$ cat config.mk
export PLATFORM = sky130hd
export DESIGN_NAME = imm_gen_stage
export DESIGN_NICKNAME = d
export VERILOG_FILES = /design/src/rtl/rv32i_pkg.sv /design/src/rtl/skid_buffer.sv /design/src/rtl/imm_gen_stage.sv
export SDC_FILE = /design/constraint.sdc
export NUM_CORES = 1
export LEC_CHECK = 0
export ABC_AREA = 1
export CORE_AREA = 5 5 170 172
export CTS_CLUSTER_SIZE = 25
export DETAILED_ROUTE_END_ITERATION = 10
export DIE_AREA = 0 0 175 177
export PLACE_DENSITY_LB_ADDON = 0.3
export SLEW_MARGIN = 20
export SYNTH_ARGS = -nofsm -noshare
export SYNTH_HDL_FRONTEND = slang
export SYNTH_SLANG_ARGS = --single-unit
$ cat constraint.sdc
create_clock -name clk_in -period 3.53 [get_ports clk_in]
set_input_delay 0.5295 -clock clk_in [delete_from_list [all_inputs] [get_ports clk_in]]
set_output_delay 0.5295 -clock clk_in [all_outputs]
set_load 0.02 [all_outputs]
$ cat src/rtl/rv32i_pkg.sv
// rv32i_pkg: shared RISC-V opcode constants, the immediate-format tag and the
// immediate decoder used by imm_gen_stage.
//   SIGN_EXTEND(val, w) : sign-extends a w-bit variable to 64 bits.
//   imm_decode(instr, rv64) : returns the 64-bit extended immediate and its tag.
//     Callers with XLEN=32 keep the low 32 bits. Sign extension to 64 bits
//     truncates to the correct 32-bit value.

`ifndef SIGN_EXTEND
`define SIGN_EXTEND(val, w) {{(64 - (w)){val[(w) - 1]}}, val}
`endif

package rv32i_pkg;

   localparam logic [6:0] OPCODE_I_TYPE_LOAD  = 7'b0000011;
   localparam logic [6:0] OPCODE_I_TYPE_ALU   = 7'b0010011;
   localparam logic [6:0] OPCODE_I_TYPE_ALU_W = 7'b0011011;
   localparam logic [6:0] OPCODE_I_TYPE_JALR  = 7'b1100111;
   localparam logic [6:0] OPCODE_S_TYPE       = 7'b0100011;
   localparam logic [6:0] OPCODE_B_TYPE       = 7'b1100011;
   localparam logic [6:0] OPCODE_U_TYPE_LUI   = 7'b0110111;
   localparam logic [6:0] OPCODE_U_TYPE_AUIPC = 7'b0010111;
   localparam logic [6:0] OPCODE_J_TYPE       = 7'b1101111;
   localparam logic [6:0] OPCODE_SYSTEM       = 7'b1110011;

   typedef enum logic [2:0] {
      ImmNone  = 3'd0,
      ImmI     = 3'd1,
      ImmS     = 3'd2,
      ImmB     = 3'd3,
      ImmU     = 3'd4,
      ImmJ     = 3'd5,
      ImmShamt = 3'd6,
      ImmZimm  = 3'd7
   } imm_type_e;

   typedef struct packed {
      logic [63:0] imm;
      imm_type_e   imm_type;
   } imm_dec_t;

   function automatic imm_dec_t imm_decode(input logic [31:0] instr, input logic rv64);
      imm_dec_t    res;
      logic [6:0]  opcode;
      logic [2:0]  funct3;
      logic [11:0] imm_i;
      logic [11:0] imm_s;
      logic [12:0] imm_b;
      logic [31:0] imm_u;
      logic [20:0] imm_j;
      logic        is_shift;

      opcode   = instr[6:0];
      funct3   = instr[14:12];
      imm_i    = instr[31:20];
      imm_s    = {instr[31:25], instr[11:7]};
      imm_b    = {instr[31], instr[7], instr[30:25], instr[11:8], 1'b0};
      imm_u    = {instr[31:12], 12'b0};
      imm_j    = {instr[31], instr[19:12], instr[20], instr[30:21], 1'b0};
      is_shift = (funct3 == 3'b001) || (funct3 == 3'b101);

      res.imm      = '0;
      res.imm_type = ImmNone;

      case (opcode)
         OPCODE_I_TYPE_LOAD, OPCODE_I_TYPE_JALR: begin
            res.imm      = `SIGN_EXTEND(imm_i, 12);
            res.imm_type = ImmI;
         end
         OPCODE_I_TYPE_ALU: begin
            if (is_shift) begin
               // RV64 shifts use a 6-bit shamt; bit 25 is part of funct7 on RV32.
               res.imm      = rv64 ? {58'b0, instr[25:20]} : {59'b0, instr[24:20]};
               res.imm_type = ImmShamt;
            end else begin
               res.imm      = `SIGN_EXTEND(imm_i, 12);
               res.imm_type = ImmI;
            end
         end
         OPCODE_I_TYPE_ALU_W: begin
            // Word ops exist only on RV64; on RV32 this opcode is illegal.
            if (rv64) begin
               if (is_shift) begin
                  res.imm      = {59'b0, instr[24:20]};
                  res.imm_type = ImmShamt;
               end else begin
                  res.imm      = `SIGN_EXTEND(imm_i, 12);
                  res.imm_type = ImmI;
               end
            end
         end
         OPCODE_S_TYPE: begin
            res.imm      = `SIGN_EXTEND(imm_s, 12);
            res.imm_type = ImmS;
         end
         OPCODE_B_TYPE: begin
            res.imm      = `SIGN_EXTEND(imm_b, 13);
            res.imm_type = ImmB;
         end
         OPCODE_U_TYPE_LUI, OPCODE_U_TYPE_AUIPC: begin
            res.imm      = `SIGN_EXTEND(imm_u, 32);
            res.imm_type = ImmU;
         end
         OPCODE_J_TYPE: begin
            res.imm      = `SIGN_EXTEND(imm_j, 21);
            res.imm_type = ImmJ;
         end
         OPCODE_SYSTEM: begin
            // Only the CSR*I forms carry a zimm in rs1.
            if (funct3[2]) begin
               res.imm      = {59'b0, instr[19:15]};
               res.imm_type = ImmZimm;
            end
         end
         default: begin
            res.imm      = '0;
            res.imm_type = ImmNone;
         end
      endcase
      return res;
   endfunction

endpackage

$ cat src/rtl/skid_buffer.sv
// skid_buffer: two-entry valid/ready register slice with full throughput.
//   Main register M drives the outputs. Skid register K catches one entry that
//   arrives while M is stalled. in_ready_o is !K.valid, so it is registered.
//   flush_i drops both entries and wins over any handshake in the same cycle.
// Ports:
//   clk_i, rst_i             : clock, synchronous active-high reset
//   flush_i                  : discard held entries
//   in_valid_i / in_ready_o  : upstream handshake, in_data_i payload
//   out_valid_o / out_ready_i: downstream handshake, out_data_o payload

module skid_buffer #(
   parameter int unsigned Width = 32
) (
   input  logic             clk_i,
   input  logic             rst_i,
   input  logic             flush_i,
   input  logic             in_valid_i,
   output logic             in_ready_o,
   input  logic [Width-1:0] in_data_i,
   output logic             out_valid_o,
   input  logic             out_ready_i,
   output logic [Width-1:0] out_data_o
);

   logic             m_valid_q, m_valid_d;
   logic             k_valid_q, k_valid_d;
   logic [Width-1:0] m_data_q, m_data_d;
   logic [Width-1:0] k_data_q, k_data_d;
   logic             in_fire;
   logic             drain;

   assign in_ready_o  = ~k_valid_q;
   assign out_valid_o = m_valid_q;
   assign out_data_o  = m_data_q;

   always_comb begin
      m_valid_d = m_valid_q;
      k_valid_d = k_valid_q;
      m_data_d  = m_data_q;
      k_data_d  = k_data_q;
      in_fire   = in_valid_i & ~k_valid_q;
      drain     = m_valid_q & out_ready_i;

      if (flush_i) begin
         m_valid_d = 1'b0;
         k_valid_d = 1'b0;
      end else if (drain) begin
         if (k_valid_q) begin
            // in_ready_o is low here, so no new entry can arrive this cycle.
            m_data_d  = k_data_q;
            k_valid_d = 1'b0;
         end else if (in_fire) begin
            m_data_d = in_data_i;
         end else begin
            m_valid_d = 1'b0;
         end
      end else if (!m_valid_q) begin
         if (in_fire) begin
            m_valid_d = 1'b1;
            m_data_d  = in_data_i;
         end
      end else if (in_fire) begin
         k_valid_d = 1'b1;
         k_data_d  = in_data_i;
      end
   end

   always_ff @(posedge clk_i) begin
      if (rst_i) begin
         m_valid_q <= 1'b0;
         k_valid_q <= 1'b0;
         m_data_q  <= '0;
         k_data_q  <= '0;
      end else begin
         m_valid_q <= m_valid_d;
         k_valid_q <= k_valid_d;
         m_data_q  <= m_data_d;
         k_data_q  <= k_data_d;
      end
   end

endmodule

$ cat src/rtl/imm_gen_stage.sv
// imm_gen_stage: registered immediate-generation stage between fetch and decode.
//   The immediate, its format tag and pc + imm are computed from the incoming
//   instruction and then registered with it through a two-entry skid buffer.
//   This gives one cycle of latency and full throughput under backpressure.
// Ports:
//   clk_in, rst_in, flush_in         : clock, sync active-high reset, flush
//   in_valid_in / in_ready_out       : upstream handshake (instr_in, pc_in)
//   out_valid_out / out_ready_in     : downstream handshake
//   imm_out, imm_type_out, target_out: decoded immediate, tag, pc + imm
//   instr_out, pc_out                : pass-through of the accepted entry

module imm_gen_stage
   import rv32i_pkg::*;
#(
   parameter int unsigned XLEN = 32,
   parameter int unsigned ILEN = 32
) (
   input  logic            clk_in,
   input  logic            rst_in,
   input  logic            flush_in,
   input  logic            in_valid_in,
   output logic            in_ready_out,
   input  logic [ILEN-1:0] instr_in,
   input  logic [XLEN-1:0] pc_in,
   output logic            out_valid_out,
   input  logic            out_ready_in,
   output logic [XLEN-1:0] imm_out,
   output logic [2:0]      imm_type_out,
   output logic [XLEN-1:0] target_out,
   output logic [ILEN-1:0] instr_out,
   output logic [XLEN-1:0] pc_out
);

   localparam int unsigned PayloadW = ILEN + 3 * XLEN + 3;
   localparam logic        Rv64     = (XLEN == 64);

   imm_dec_t            dec;
   logic [XLEN-1:0]     imm_in;
   logic [XLEN-1:0]     target_in;
   logic [PayloadW-1:0] in_data;
   logic [PayloadW-1:0] out_data;
   logic                unused_imm;

   assign dec        = imm_decode(instr_in, Rv64);
   assign imm_in     = dec.imm[XLEN-1:0];
   assign unused_imm = ^dec.imm;
   assign target_in  = pc_in + imm_in;
   assign in_data    = {instr_in, pc_in, imm_in, dec.imm_type, target_in};

   skid_buffer #(
      .Width(PayloadW)
   ) u_skid (
      .clk_i      (clk_in),
      .rst_i      (rst_in),
      .flush_i    (flush_in),
      .in_valid_i (in_valid_in),
      .in_ready_o (in_ready_out),
      .in_data_i  (in_data),
      .out_valid_o(out_valid_out),
      .out_ready_i(out_ready_in),
      .out_data_o (out_data)
   );

   assign {instr_out, pc_out, imm_out, imm_type_out, target_out} = out_data;

endmodule

======== After elaboration in Yosys (flattened, before gate mapping) ========
Cells that the tools add are included.
operators by class
  bitwise logic cells ..................... 5
  multiplexer cells ....................... 12
  reduce and logical (&&, ||, !) cells .... 9
  add/subtract/negate cells ............... 1
  eq/ne operators ......................... 14
operators by type and width
  operator                                                         count
  131-bit 2-to-1 mux                                               4
  35-bit one-hot mux with 7 select lines                           1
  35-bit 2-to-1 mux                                                1
  32-bit adder                                                     1
  7-bit == test, second input constant                             4
  7-bit by 5-bit == test with 1-bit output, second input constant  2
  7-bit by 6-bit == test with 1-bit output, second input constant  2
  8-bit 2-to-1 mux                                                 1
  7-bit by 2-bit == test with 1-bit output, second input constant  1
  2-bit != test, second input constant                             3
  2-bit AND reduction                                              3
  2-bit OR reduction                                               3
  1-bit 2-to-1 mux                                                 5
  4-bit AND reduction                                              1
  3-bit by 1-bit == test with 1-bit output, second input constant  1
  3-bit == test, second input constant                             1
  1-bit inverter                                                   3
  3-bit OR reduction                                               1
  1-bit bitwise AND                                                2
  1-bit logical OR                                                 1
storage, ports and cells
  register bits ........................... 264
  word-level logic and storage cells ...... 45
  input bits .............................. 69
  output and inout bits ................... 133

======== Logic depth before layout (Yosys ltp) ========
Gate-level depths: netlist (run 1).
  word-level depth ........................ 8
  gate-level depth with buffers ........... 24
  gate-level depth less buffers ........... 24

======== Hierarchy ========
A second synthesis (run 1) with hierarchy kept.
unflattened totals
  cell total of the unflattened synthesis .. 2448
  area total of the unflattened synthesis .. 14931.8 sq um
modules (own cells, without submodules)
  module         seq. area each (sq um)  cells an instance  area each (sq um)  times used
  skid_buffer    5285.1                  1880               12110.4            1
  imm_gen_stage  0.0                     568                2821.5             1

======== Least setup slack after synthesis (run 1) ========
No wires, ideal clock.
  kind .................................... input-to-reg
  start ................................... in instr_in[3]
  end ..................................... reg u_skid.m_data_q[28] (netlist: u_skid.out_data_o[28])
  library setup time ...................... 134 ps
  arrival time ............................ 2929 ps
  buffers on the path ..................... 0
  data required time ...................... 3396 ps
  setup slack ............................. 467 ps
  stages on the path ...................... 22
  cells stage by stage .................... inv_1 nand2_1 nor2_8 nand4_1 nor2_2 nand2_1 o211ai_1 ha_1 inv_1 fa_1 inv_1 nand3_1 nand2_1 nand2_1 nand2_1 nand2_1 nand2_1 nand2_1 nand3_1 nand3_1 nand2_1 a21oi_1
RTL lines
  element                 line                 text
  start: declaration      imm_gen_stage.sv:23  input logic [ILEN-1:0] instr_in,
  end signal: assignment  skid_buffer.sv:77    m_data_q <= m_data_d;
  end: declaration        skid_buffer.sv:27    logic [Width-1:0] m_data_q, m_data_d;

==> results.sh, run 1 <==
export IMPL_coreArea_sq_um=27300
export IMPL_syn_avg_cell_area_sq_um=7.15
export IMPL_grt_pass1_wl_um=72000
export IMPL_hp_class="primary input to flip-flop"
export IMPL_grt_max_degree=132
export IMPL_cts_root_buf="clkbuf_16"
export IMPL_syn2layout_area_growth_pct=34.0
export IMPL_dieArea_sq_um=31000
export IMPL_grt_overflow=0
export IMPL_p_total_mw=7.53
export IMPL_wl_per_cell_um=18.6
export IMPL_fill_cells=2372
export IMPL_drive_gt1_share_pct=14.5
export IMPL_register_area_sq_um=5290
export IMPL_numCtsBuffers=28
export IMPL_p_leak_nw=8.08
export IMPL_insertion_delay_ns=0.58
export IMPL_hold_viol_final=0
export IMPL_drt_initial_drc_count=1325
export IMPL_period_minus_slack_ns=3.30
export IMPL_rows=61
export IMPL_rr_worst_depth=7
export IMPL_finalSetupViolations=0
export IMPL_status="finished, final reports clean"
export IMPL_clockBufferDepth=3
export IMPL_routed_wl_um=46000
export IMPL_mostFrequentLayoutCell="nand2_1"
export IMPL_avgViaCountPerCell=5.60
export IMPL_yosys_cell_types_count=44
export IMPL_synth_edf_count=0
export IMPL_htree_levels=1
export IMPL_max_slew_margin_rel_pct=37.4
export IMPL_grt_pass1_vias=13100
export IMPL_die_w_um=175
export IMPL_ys_ff_latch=264
export IMPL_antenna_left=0
export IMPL_grt_usage_pct=28.5
export IMPL_place_area_sq_um=16400
export IMPL_max_freq_mhz=303
export IMPL_cts_tree="yes"
export IMPL_ys_flop_type="dfxtp_1"
export IMPL_num_antenna_cells=0
export IMPL_seq_area_frac_synth_pct=40.5
export IMPL_crit_type="primary input to flip-flop"
export IMPL_arrival_ns=3.72
export IMPL_powerDensity_nw_per_um2=431
export IMPL_vias=13800
export IMPL_fin_nets=2203
export IMPL_portBuffers=201
export IMPL_worstMarginPinSlew_ns=0.939
export IMPL_cp_required_ns=3.96
export IMPL_clk_pin_slew_ns=0.06
export IMPL_synth_async_reset_ratio_pct=0
export IMPL_path_max_fanout=7
export IMPL_dr_pass1_iters=5
export IMPL_mostFrequentLayoutCells="nand2_1 (275), dfxtp_1 (264), o21ai_0 (258), a21oi_1 (219), clkdlybuf4s50_1 (196)"
export IMPL_final_area_sq_um=17500
export IMPL_cts_sinks=264
export IMPL_drv_cap=0
export IMPL_drc_errors=0
export IMPL_place_hpwl_um=31800
export IMPL_antenna_found_initial=1
export IMPL_io_pins=202
export IMPL_start_util_pct=47.7
export IMPL_ys_warnings_count=0
export IMPL_endpoint_kind="flip-flop"
export IMPL_min_path_cells=4
export IMPL_synthCells=1824
export IMPL_synthesis_area_sq_um=13000
export IMPL_irDropWorstVdd_v=0.000376
export IMPL_syn_num_nets=1925
export IMPL_skew_ns=0.0240
export IMPL_multi_input_area_sq_um=6680
export IMPL_slew_viol_final=0
export IMPL_final_period_utilization_pct=93.4
export IMPL_die_height_um=177
export IMPL_place_congestion=0.939
export IMPL_startpoint_type="primary input"
export IMPL_cts_hold_buf=0
cell type report:
class	instances	area share, %
Tap cell	346	2.48
Inverter	182	3.95
Clock inverter	12	1.03
Multi-Input combinational cell	1261	38.2
Clock buffer	39	4.70
Sequential cell	264	30.2
Timing Repair Buffer	365	19.3
cells by family after synthesis:
group	count (synthesis)	synth area share (%)
AOI/OAI and AO/OA	639	27.8
xor gates and xnor gates	11	0.739
adders and majority gates	32	3.13
buffers and inverters	299	8.94
DFF	264	40.5
and+or+nand+nor	579	18.8
power by group:
group	leakage, nW	switching (mW)	total [mW]	internal (mW)
logic	5.46	0.690	1.21	0.516
registers	2.15	0.0720	3.17	3.10
clock network	0.473	1.30	3.15	1.86
total	8.08	2.06	7.53	5.47
path summary, 6_finish.rpt:
| path | start | end | slack, ns |
|---|---|---|---|
| setup / recovery | instr_in[3] | u_skid.out_data_o[8]$_SDFFE_PP0P_ | 0.23 |
| hold / removal | instr_in[2] | u_skid.k_data_q[101]$_SDFFE_PP0P_ | 0.38 |
| setup reg to reg | u_skid.out_valid_o$_SDFFE_PP0P_ | u_skid.k_data_q[49]$_SDFFE_PP0P_ | 1.53 |
| hold reg to reg | u_skid.out_data_o[24]$_SDFFE_PP0P_ | u_skid.out_data_o[24]$_SDFFE_PP0P_ | 0.48 |
worst max-delay path, cell delays in order:
cell and delay, ns:
clkdlybuf4s50_1 0.49, inv_2 0.06, nand2_2 0.11, nor2_8 0.05, nand2_1 0.07, nand2_2 0.07
a21oi_2 0.18, nand3_2 0.23, nand2_1 0.14, inv_1 0.07, ha_1 0.29, buf_4 0.15
a21oi_1 0.26, nor2_1 0.08, nor2_1 0.12, nand2_2 0.12, buf_4 0.15, xnor2_1 0.26
nand2_1 0.08, o21ai_0 0.12, a21oi_1 0.11
flip-flops by register name (all words and copies together), names as in the netlist:
register            flops
u_skid.k_data_q       131
u_skid.out_data_o     131
u_skid.k_valid_q        1
u_skid.out_valid_o      1
through the flow:
step / utilization, % / TNS [ns] / hold slack (ns) / setup WS (ns) / instances
after floorplan: - / 0 / 0.457 / 0.467 / 1824
after global placement: 59.9 / -16.90 / 0.470 / -0.472 / 2417
after detailed placement: 59.9 / -18.80 / 0.476 / -0.468 / 2417
after CTS: 63.6 / 0 / 0.485 / 0.0855 / 2468
after global routing: 63.9 / -0.00130 / 0.418 / -0.00114 / 2469
final: 63.9 / 0 / 0.385 / 0.234 / 2469
timing repair:
| item | in CTS | in global routing |
|---|---|---|
| endpoints found under the setup margin | 0 | 45 |
| resized for setup | 0 | 29 |
| buffers inserted | 0 | 1 |
cells in the mapped netlist, types with 2 or more instances:
| library cell | instances | area, sq um |
|---|---|---|
| a21oi_1 | 220 | 1100 |
| o22ai_1 | 65 | 407 |
| o221ai_1 | 3 | 26.3 |
| xnor2_1 | 8 | 70.1 |
| nor2_2 | 5 | 31.3 |
| buf_1 | 6 | 22.5 |
| dfxtp_1 | 264 | 5290 |
| a211oi_2 | 8 | 100 |
| o21a_1 | 2 | 15.0 |
| nand2_1 | 283 | 1060 |
| xor2_1 | 3 | 26.3 |
| nand3_1 | 65 | 325 |
| a31o_2 | 3 | 26.3 |
| o221a_2 | 19 | 214 |
| o21bai_1 | 7 | 52.6 |
| clkbuf_1 | 85 | 319 |
| ha_1 | 31 | 388 |
| a21oi_2 | 3 | 26.3 |
| nor3_1 | 10 | 50.1 |
| nand4_1 | 11 | 68.8 |
| inv_2 | 11 | 41.3 |
| o21ai_1 | 14 | 70.1 |
| nand2_2 | 8 | 50.1 |
| buf_2 | 24 | 120 |
| inv_1 | 169 | 634 |
| o211ai_2 | 2 | 25.0 |
| nand3_2 | 5 | 50.1 |
| nand2_4 | 5 | 56.3 |
| o211ai_1 | 31 | 233 |
| o21ai_0 | 258 | 1290 |
| nor2_1 | 181 | 679 |
| nor2_8 | 3 | 60.1 |
routing by layer:
metal  part of all wire (%)  global-route usage, %
met4                    2.3                   6.84
met5                  0.024                      0
met2                     47                   47.4
met1                     44                   39.5
met3                    7.3                   3.87
Power figures use the tool's default switching activity.
==> run 2: changes to the inputs <==
--- a/config.mk
+++ b/config.mk
@@ -6,11 +6,11 @@
 export NUM_CORES = 1
 export LEC_CHECK = 0
 export ABC_AREA = 1
-export CORE_AREA = 5 5 170 172
+export CORE_AREA = 5 5 162 180
 export CTS_CLUSTER_SIZE = 25
 export DETAILED_ROUTE_END_ITERATION = 10
-export DIE_AREA = 0 0 175 177
-export PLACE_DENSITY_LB_ADDON = 0.3
+export DIE_AREA = 0 0 167 185
+export PLACE_DENSITY = 0.71
 export SLEW_MARGIN = 20
 export SYNTH_ARGS = -nofsm -noshare
 export SYNTH_HDL_FRONTEND = slang
==> run 2 against run 1 <==
  * Via count up 0.56%
  * Die area fell by 0.26%
  * First-iteration DRC count is 0.83% higher
  * Sequential power is essentially flat
  * Sequential share of layout area is 0.40 points lower
  * Worst hold slack improved by 0.038 ns
  * Largest power group is now clock
  * Highest routed layer is now met4
==> results.sh, run 2 (synthesis gave the netlist of run 1 again) <==
export IMPL_drive_gt1_share_pct=15.9
export IMPL_skew_ns=0.0140
export IMPL_num_antenna_cells=0
export IMPL_crit_type="primary input to flip-flop"
export IMPL_grt_pass1_vias=13300
export IMPL_clockBufferDepth=3
export IMPL_irDropWorstVdd_v=0.000336
export IMPL_arrival_ns=3.73
export IMPL_hp_class="primary input to flip-flop"
export IMPL_worstMarginPinSlew_ns=0.711
export IMPL_drv_cap=0
export IMPL_drt_initial_drc_count=1336
export IMPL_multi_input_area_sq_um=6790
export IMPL_insertion_delay_ns=0.54
export IMPL_final_period_utilization_pct=94.1
export IMPL_slew_viol_final=0
export IMPL_cts_root_buf="clkbuf_16"
export IMPL_status="finished, final reports clean"
export IMPL_fill_cells=2398
export IMPL_vias=13900
export IMPL_cts_hold_buf=0
export IMPL_startpoint_type="primary input"
export IMPL_coreArea_sq_um=27300
export IMPL_endpoint_kind="flip-flop"
export IMPL_rows=64
export IMPL_dieArea_sq_um=30900
export IMPL_clk_pin_slew_ns=0.06
export IMPL_p_total_mw=7.61
export IMPL_fin_nets=2221
export IMPL_max_freq_mhz=301
export IMPL_wl_per_cell_um=18.4
export IMPL_mostFrequentLayoutCells="nand2_1 (271), dfxtp_1 (264), o21ai_0 (255), a21oi_1 (211), clkdlybuf4s50_1 (198)"
export IMPL_period_minus_slack_ns=3.32
export IMPL_cp_required_ns=3.94
export IMPL_die_height_um=185
export IMPL_grt_overflow=0
export IMPL_rsz0062_at_grt="true"
export IMPL_portBuffers=201
export IMPL_die_w_um=167
export IMPL_path_max_fanout=3
export IMPL_hold_viol_final=0
export IMPL_numCtsBuffers=28
export IMPL_cts_sinks=264
export IMPL_htree_levels=1
export IMPL_antenna_left=0
export IMPL_drc_errors=0
export IMPL_register_area_sq_um=5290
export IMPL_avgViaCountPerCell=5.55
export IMPL_setup_tns_ns=0
export IMPL_max_slew_margin_rel_pct=52.6
export IMPL_start_util_pct=47.8
export IMPL_powerDensity_nw_per_um2=430
export IMPL_grt_pass1_wl_um=71500
export IMPL_finalSetupViolations=0
export IMPL_routed_wl_um=46000
export IMPL_syn2layout_area_growth_pct=35.7
export IMPL_antenna_found_initial=0
export IMPL_place_hpwl_um=31800
export IMPL_place_congestion=0.907
export IMPL_cts_tree="yes"
export IMPL_p_leak_nw=8.18
export IMPL_mostFrequentLayoutCell="nand2_1"
export IMPL_io_pins=202
export IMPL_dr_pass1_iters=6
export IMPL_grt_usage_pct=28.2
export IMPL_grt_max_degree=131
-- run 2: cell count changes in the layout (fill, tap and decap cells not counted), sizes merged --
cell           delta
clkdlybuf4s50     +2
inv               +1
clkbuf            -2
clkinvlp          -3
bufinv            +2
buf              +18
dlymetal6s2s      -2
clkinv            +3
-- run 2: critical path: stages --
cell,delay [ns]
clkdlybuf4s50_1,0.51
inv_2,0.07
buf_12,0.13
nor2_8,0.09
nand2_2,0.05
nand2_2,0.07
buf_4,0.12
nor2_2,0.04
o211ai_1,0.26
buf_4,0.17
ha_1,0.16
inv_1,0.06
fa_2,0.36
inv_1,0.10
nand3_1,0.09
nand2_2,0.10
nand2_1,0.05
nand2_1,0.10
nand3_1,0.09
nand2_2,0.15
nand2_1,0.11
nand3_2,0.09
nand3_1,0.08
nand2_1,0.08
a21oi_1,0.05
-- run 2: path summary, 6_finish.rpt --
path                                                    startpoint                                  to  slack, ns  cells past startpoint
worst max-delay path                                   instr_in[6]  u_skid.out_data_o[22]$_SDFFE_PP0P_       0.21                     25
worst max register to register     u_skid.out_valid_o$_SDFFE_PP0P_  u_skid.out_data_o[13]$_SDFFE_PP0P_       1.49                      9
worst min register to register  u_skid.out_data_o[22]$_SDFFE_PP0P_  u_skid.out_data_o[22]$_SDFFE_PP0P_       0.49                      2
worst min-delay path                                   instr_in[1]   u_skid.k_data_q[100]$_SDFFE_PP0P_       0.42                      4
-- run 2: repair_timing --
action,CTS,global route
endpoints found under the setup margin,0,42
buffers inserted,0,2
resized for setup,0,48
-- run 2: per-layer routing --
metal	track usage, %	part of all wire, %
met1	37.3	43
met4	8.97	3.3
met5	0	0
met3	3.80	6.3
met2	48.2	47
-- run 2: final cells by class --
| class | count | share of cell area, % |
|---|---|---|
| Clock buffer | 37 | 4.49 |
| Multi-Input combinational cell | 1261 | 38.4 |
| Tap cell | 363 | 2.57 |
| Sequential cell | 264 | 29.9 |
| Inverter | 182 | 3.89 |
| Clock inverter | 15 | 1.20 |
| Timing Repair Buffer | 383 | 19.6 |
-- run 2: report_power, final --
group / internal [mW] / total, mW / switching, mW
Combinational: 0.526 / 1.22 / 0.697
Sequential: 3.10 / 3.18 / 0.0743
Clock: 1.95 / 3.22 / 1.26
Total: 5.58 / 7.61 / 2.03
-- run 2: through the flow --
| stage | cells | hold slack [ns] | cell area, sq um | worst slack (ns) | util, % |
|---|---|---|---|---|---|
| 2_1_floorplan | 1824 | 0.457 | 13000 | 0.467 | - |
| 5_1_grt | 2505 | 0.434 | 17700 | -0.0199 | 64.8 |
| 3_5_place_dp | 2451 | 0.478 | 16500 | -0.541 | 60.4 |
| 4_1_cts | 2503 | 0.489 | 17500 | 0.0338 | 64.1 |
| 3_3_place_gp | 2451 | 0.470 | 16500 | -0.481 | 60.4 |
| 6_report | 2505 | 0.423 | 17700 | 0.208 | 64.8 |
==> run 3: changes to the inputs <==
--- a/config.mk
+++ b/config.mk
@@ -6,11 +6,11 @@
 export NUM_CORES = 1
 export LEC_CHECK = 0
 export ABC_AREA = 1
-export CORE_AREA = 5 5 162 180
+export CORE_AREA = 5 5 191 211
 export CTS_CLUSTER_SIZE = 25
 export DETAILED_ROUTE_END_ITERATION = 10
-export DIE_AREA = 0 0 167 185
-export PLACE_DENSITY = 0.71
+export DIE_AREA = 0 0 196 216
+export PLACE_DENSITY = 0.53
 export SLEW_MARGIN = 20
 export SYNTH_ARGS = -nofsm -noshare
 export SYNTH_HDL_FRONTEND = slang
==> run 3 against run 2 <==
  * Die area grew 37%
  * Combinational power hardly changed
  * Register-to-register slack worse by 0.16 ns
  * Highest routed layer unchanged
==> results.sh, run 3 (synthesis gave the netlist of run 1 again) <==
export IMPL_place_ws_ns=-0.466
export IMPL_cp_required_ns=3.98
export IMPL_path_max_fanout=10
export IMPL_path_cells="clkdlybuf4s50_1 > inv_2 > buf_12 > nor2_8 > buf_4 > nand2_4 > nand2_4 > a211oi_4 > inv_1 > ha_1 > a21oi_1 > nand2_1 > buf_4 > a21oi_1 > nor2_1 > nor2_1 > nand2_1 > nand2_1 > nand3_1 > o211ai_1 > inv_1"
export IMPL_period_minus_slack_ns=3.28
export IMPL_use_met1_pct=29.2
export IMPL_irDropWorstVdd_v=0.000350
export IMPL_final_period_utilization_pct=92.9
export IMPL_wl_per_cell_um=18.3
export IMPL_whs_ns=0.407
export IMPL_grt_overflow=0
export IMPL_internal_power_mw=5.54
export IMPL_endpoint_kind="flip-flop"
export IMPL_antenna_found_initial=0
export IMPL_rows=75
export IMPL_p_comb_share_pct=16.1
export IMPL_drive_gt1_share_pct=15.3
export IMPL_grt_usage_pct=21.8
export IMPL_dieArea_sq_um=42300
export IMPL_cpLargestDelayFamily="buffers and inverters"
export IMPL_skew_ns=0.0263
export IMPL_max_freq_mhz=305
export IMPL_routed_wl_um=48500
export IMPL_powerDensity_nw_per_um2=426
export IMPL_cts_sinks=264
export IMPL_top_usage_layer="met2"
export IMPL_p_clk_share_pct=42.2
export IMPL_start_util_pct=34.4
export IMPL_htree_levels=1
export IMPL_setup_tns_ns=0
export IMPL_worstMarginPinSlew_ns=0.934
export IMPL_power_switching_mw=2.07
export IMPL_hp_class="primary input to flip-flop"
export IMPL_drt_initial_drc_count=814
export IMPL_clockBufferDepth=3
export IMPL_p_leak_nw=8.21
export IMPL_coreArea_sq_um=37900
export IMPL_io_pins=202
export IMPL_crit_type="primary input to flip-flop"
export IMPL_fin_ws_ns=0.250
export IMPL_hold_viol_final=0
export IMPL_cts_root_buf="clkbuf_16"
export IMPL_rsz0062_at_grt="false"
export IMPL_seqPwrFrac_pct=41.7
export IMPL_p_total_mw=7.61
export IMPL_place_hpwl_um=34500
export IMPL_post_cts_buffers=0
export IMPL_die_height_um=216
export IMPL_grt_max_degree=202
export IMPL_slew_viol_final=0
export IMPL_cts_hold_buf=0
export IMPL_crit_top_cell="nand2_1"
export IMPL_mostFrequentLayoutCells="nand2_1 (276), dfxtp_1 (264), o21ai_0 (258), a21oi_1 (216), clkdlybuf4s50_1 (199)"
export IMPL_dr_pass1_iters=5
export IMPL_antenna_left=0
export IMPL_final_core_util_pct=47.1
export IMPL_insertion_delay_ns=0.58
export IMPL_swShare_pct=27.2
export IMPL_grt_pass1_wl_um=74400
export IMPL_syn2layout_area_growth_pct=37.0
export IMPL_finalSetupViolations=0
export IMPL_numCtsBuffers=31
export IMPL_crit_path_max_incr_delay_ns=0.44
export IMPL_num_antenna_cells=0
export IMPL_startpoint_type="primary input"
export IMPL_place_congestion=0.927
export IMPL_max_slew_margin_rel_pct=37.7
export IMPL_grtUsageMet3_pct=3.34
export IMPL_clk_pin_slew_ns=0.06
export IMPL_die_w_um=196
export IMPL_mostFrequentLayoutCell="nand2_1"
export IMPL_status="finished, final reports clean"
export IMPL_portBuffers=201
export IMPL_drc_errors=0
export IMPL_drv_cap=0
export IMPL_worst_path_max_delay_cell="clkdlybuf4s50_1"
export IMPL_cts_tree="yes"
export IMPL_arrival_ns=3.73
export IMPL_vias=13500
export IMPL_crit_buf_inv=7
export IMPL_avgViaCountPerCell=5.11
export IMPL_fin_nets=2229
export IMPL_grt_pass1_vias=13100
export IMPL_fill_cells=3805
export IMPL_grt_use_met2_pct=36.1
-- run 3: changes by cell type in the layout (fill, tap and decap cells not counted), sizes merged --
cell	change
clkinv	-4
buf	+5
clkbuf	+11
dlymetal6s2s	-1
clkdlybuf4s50	+1
clkinvlp	+1
bufinv	-3
-- run 3: final timing paths --
kind	from	depth (start not counted)	endpoint	slack, ns
worst max-delay path	instr_in[6]	21	u_skid.k_data_q[27]$_SDFFE_PP0P_	0.25
worst min-delay path	instr_in[5]	3	u_skid.k_data_q[104]$_SDFFE_PP0P_	0.41
worst min register to register	u_skid.out_data_o[14]$_SDFFE_PP0P_	2	u_skid.out_data_o[14]$_SDFFE_PP0P_	0.48
worst max register to register	u_skid.out_valid_o$_SDFFE_PP0P_	8	u_skid.k_data_q[31]$_SDFFE_PP0P_	1.33
-- run 3: per-stage QoR --
stage	instances	instance area (sq um)
after floorplan	1824	13000
after global placement	2595	16700
after detailed placement	2595	16700
after CTS	2652	17700
after global routing	2652	17900
final	2652	17900
-- run 3: what timing repair did --
item | 4_1_cts | 5_1_grt
resized for setup | 0 | 29
endpoints found under the hold margin | 0 | 0
endpoints found under the setup margin | 0 | 40
-- run 3: worst reg2reg max path: cells and delay by family (launching register included) --
family	cells	cell delay (ns)
simple gates	3	0.83
buf+inv	4	0.79
flops	1	0.36
compound gates	1	0.11
-- run 3: power groups by stage --
stage / Sequential [mW] / Combinational (mW) / Clock, mW
4_1_cts: 3.18 / 1.23 / 3.28
6_report: 3.18 / 1.22 / 3.21
5_1_grt: 3.19 / 1.32 / 3.40
3_5_place_dp: 3.24 / 1.22 / 0
2_1_floorplan: 3.35 / 0.472 / 0
3_3_place_gp: 3.24 / 1.22 / 0
-- run 3: per-layer routing --
layer	up-vias	part of all wire, %
met4	0	3.1
met5	-	0
li1	6809	-
met3	74	5.1
met1	6298	45
met2	362	46
-- run 3: final cells by class --
type | count | area (sq um) | area share (%)
tap | 500 | 626 | 3.50
multi-input combinational | 1261 | 6720 | 37.6
clock buffer | 48 | 910 | 5.09
sequential | 264 | 5290 | 29.6
inverter | 182 | 689 | 3.86
clock inverter | 9 | 110 | 0.616
timing repair buffer | 388 | 3520 | 19.7
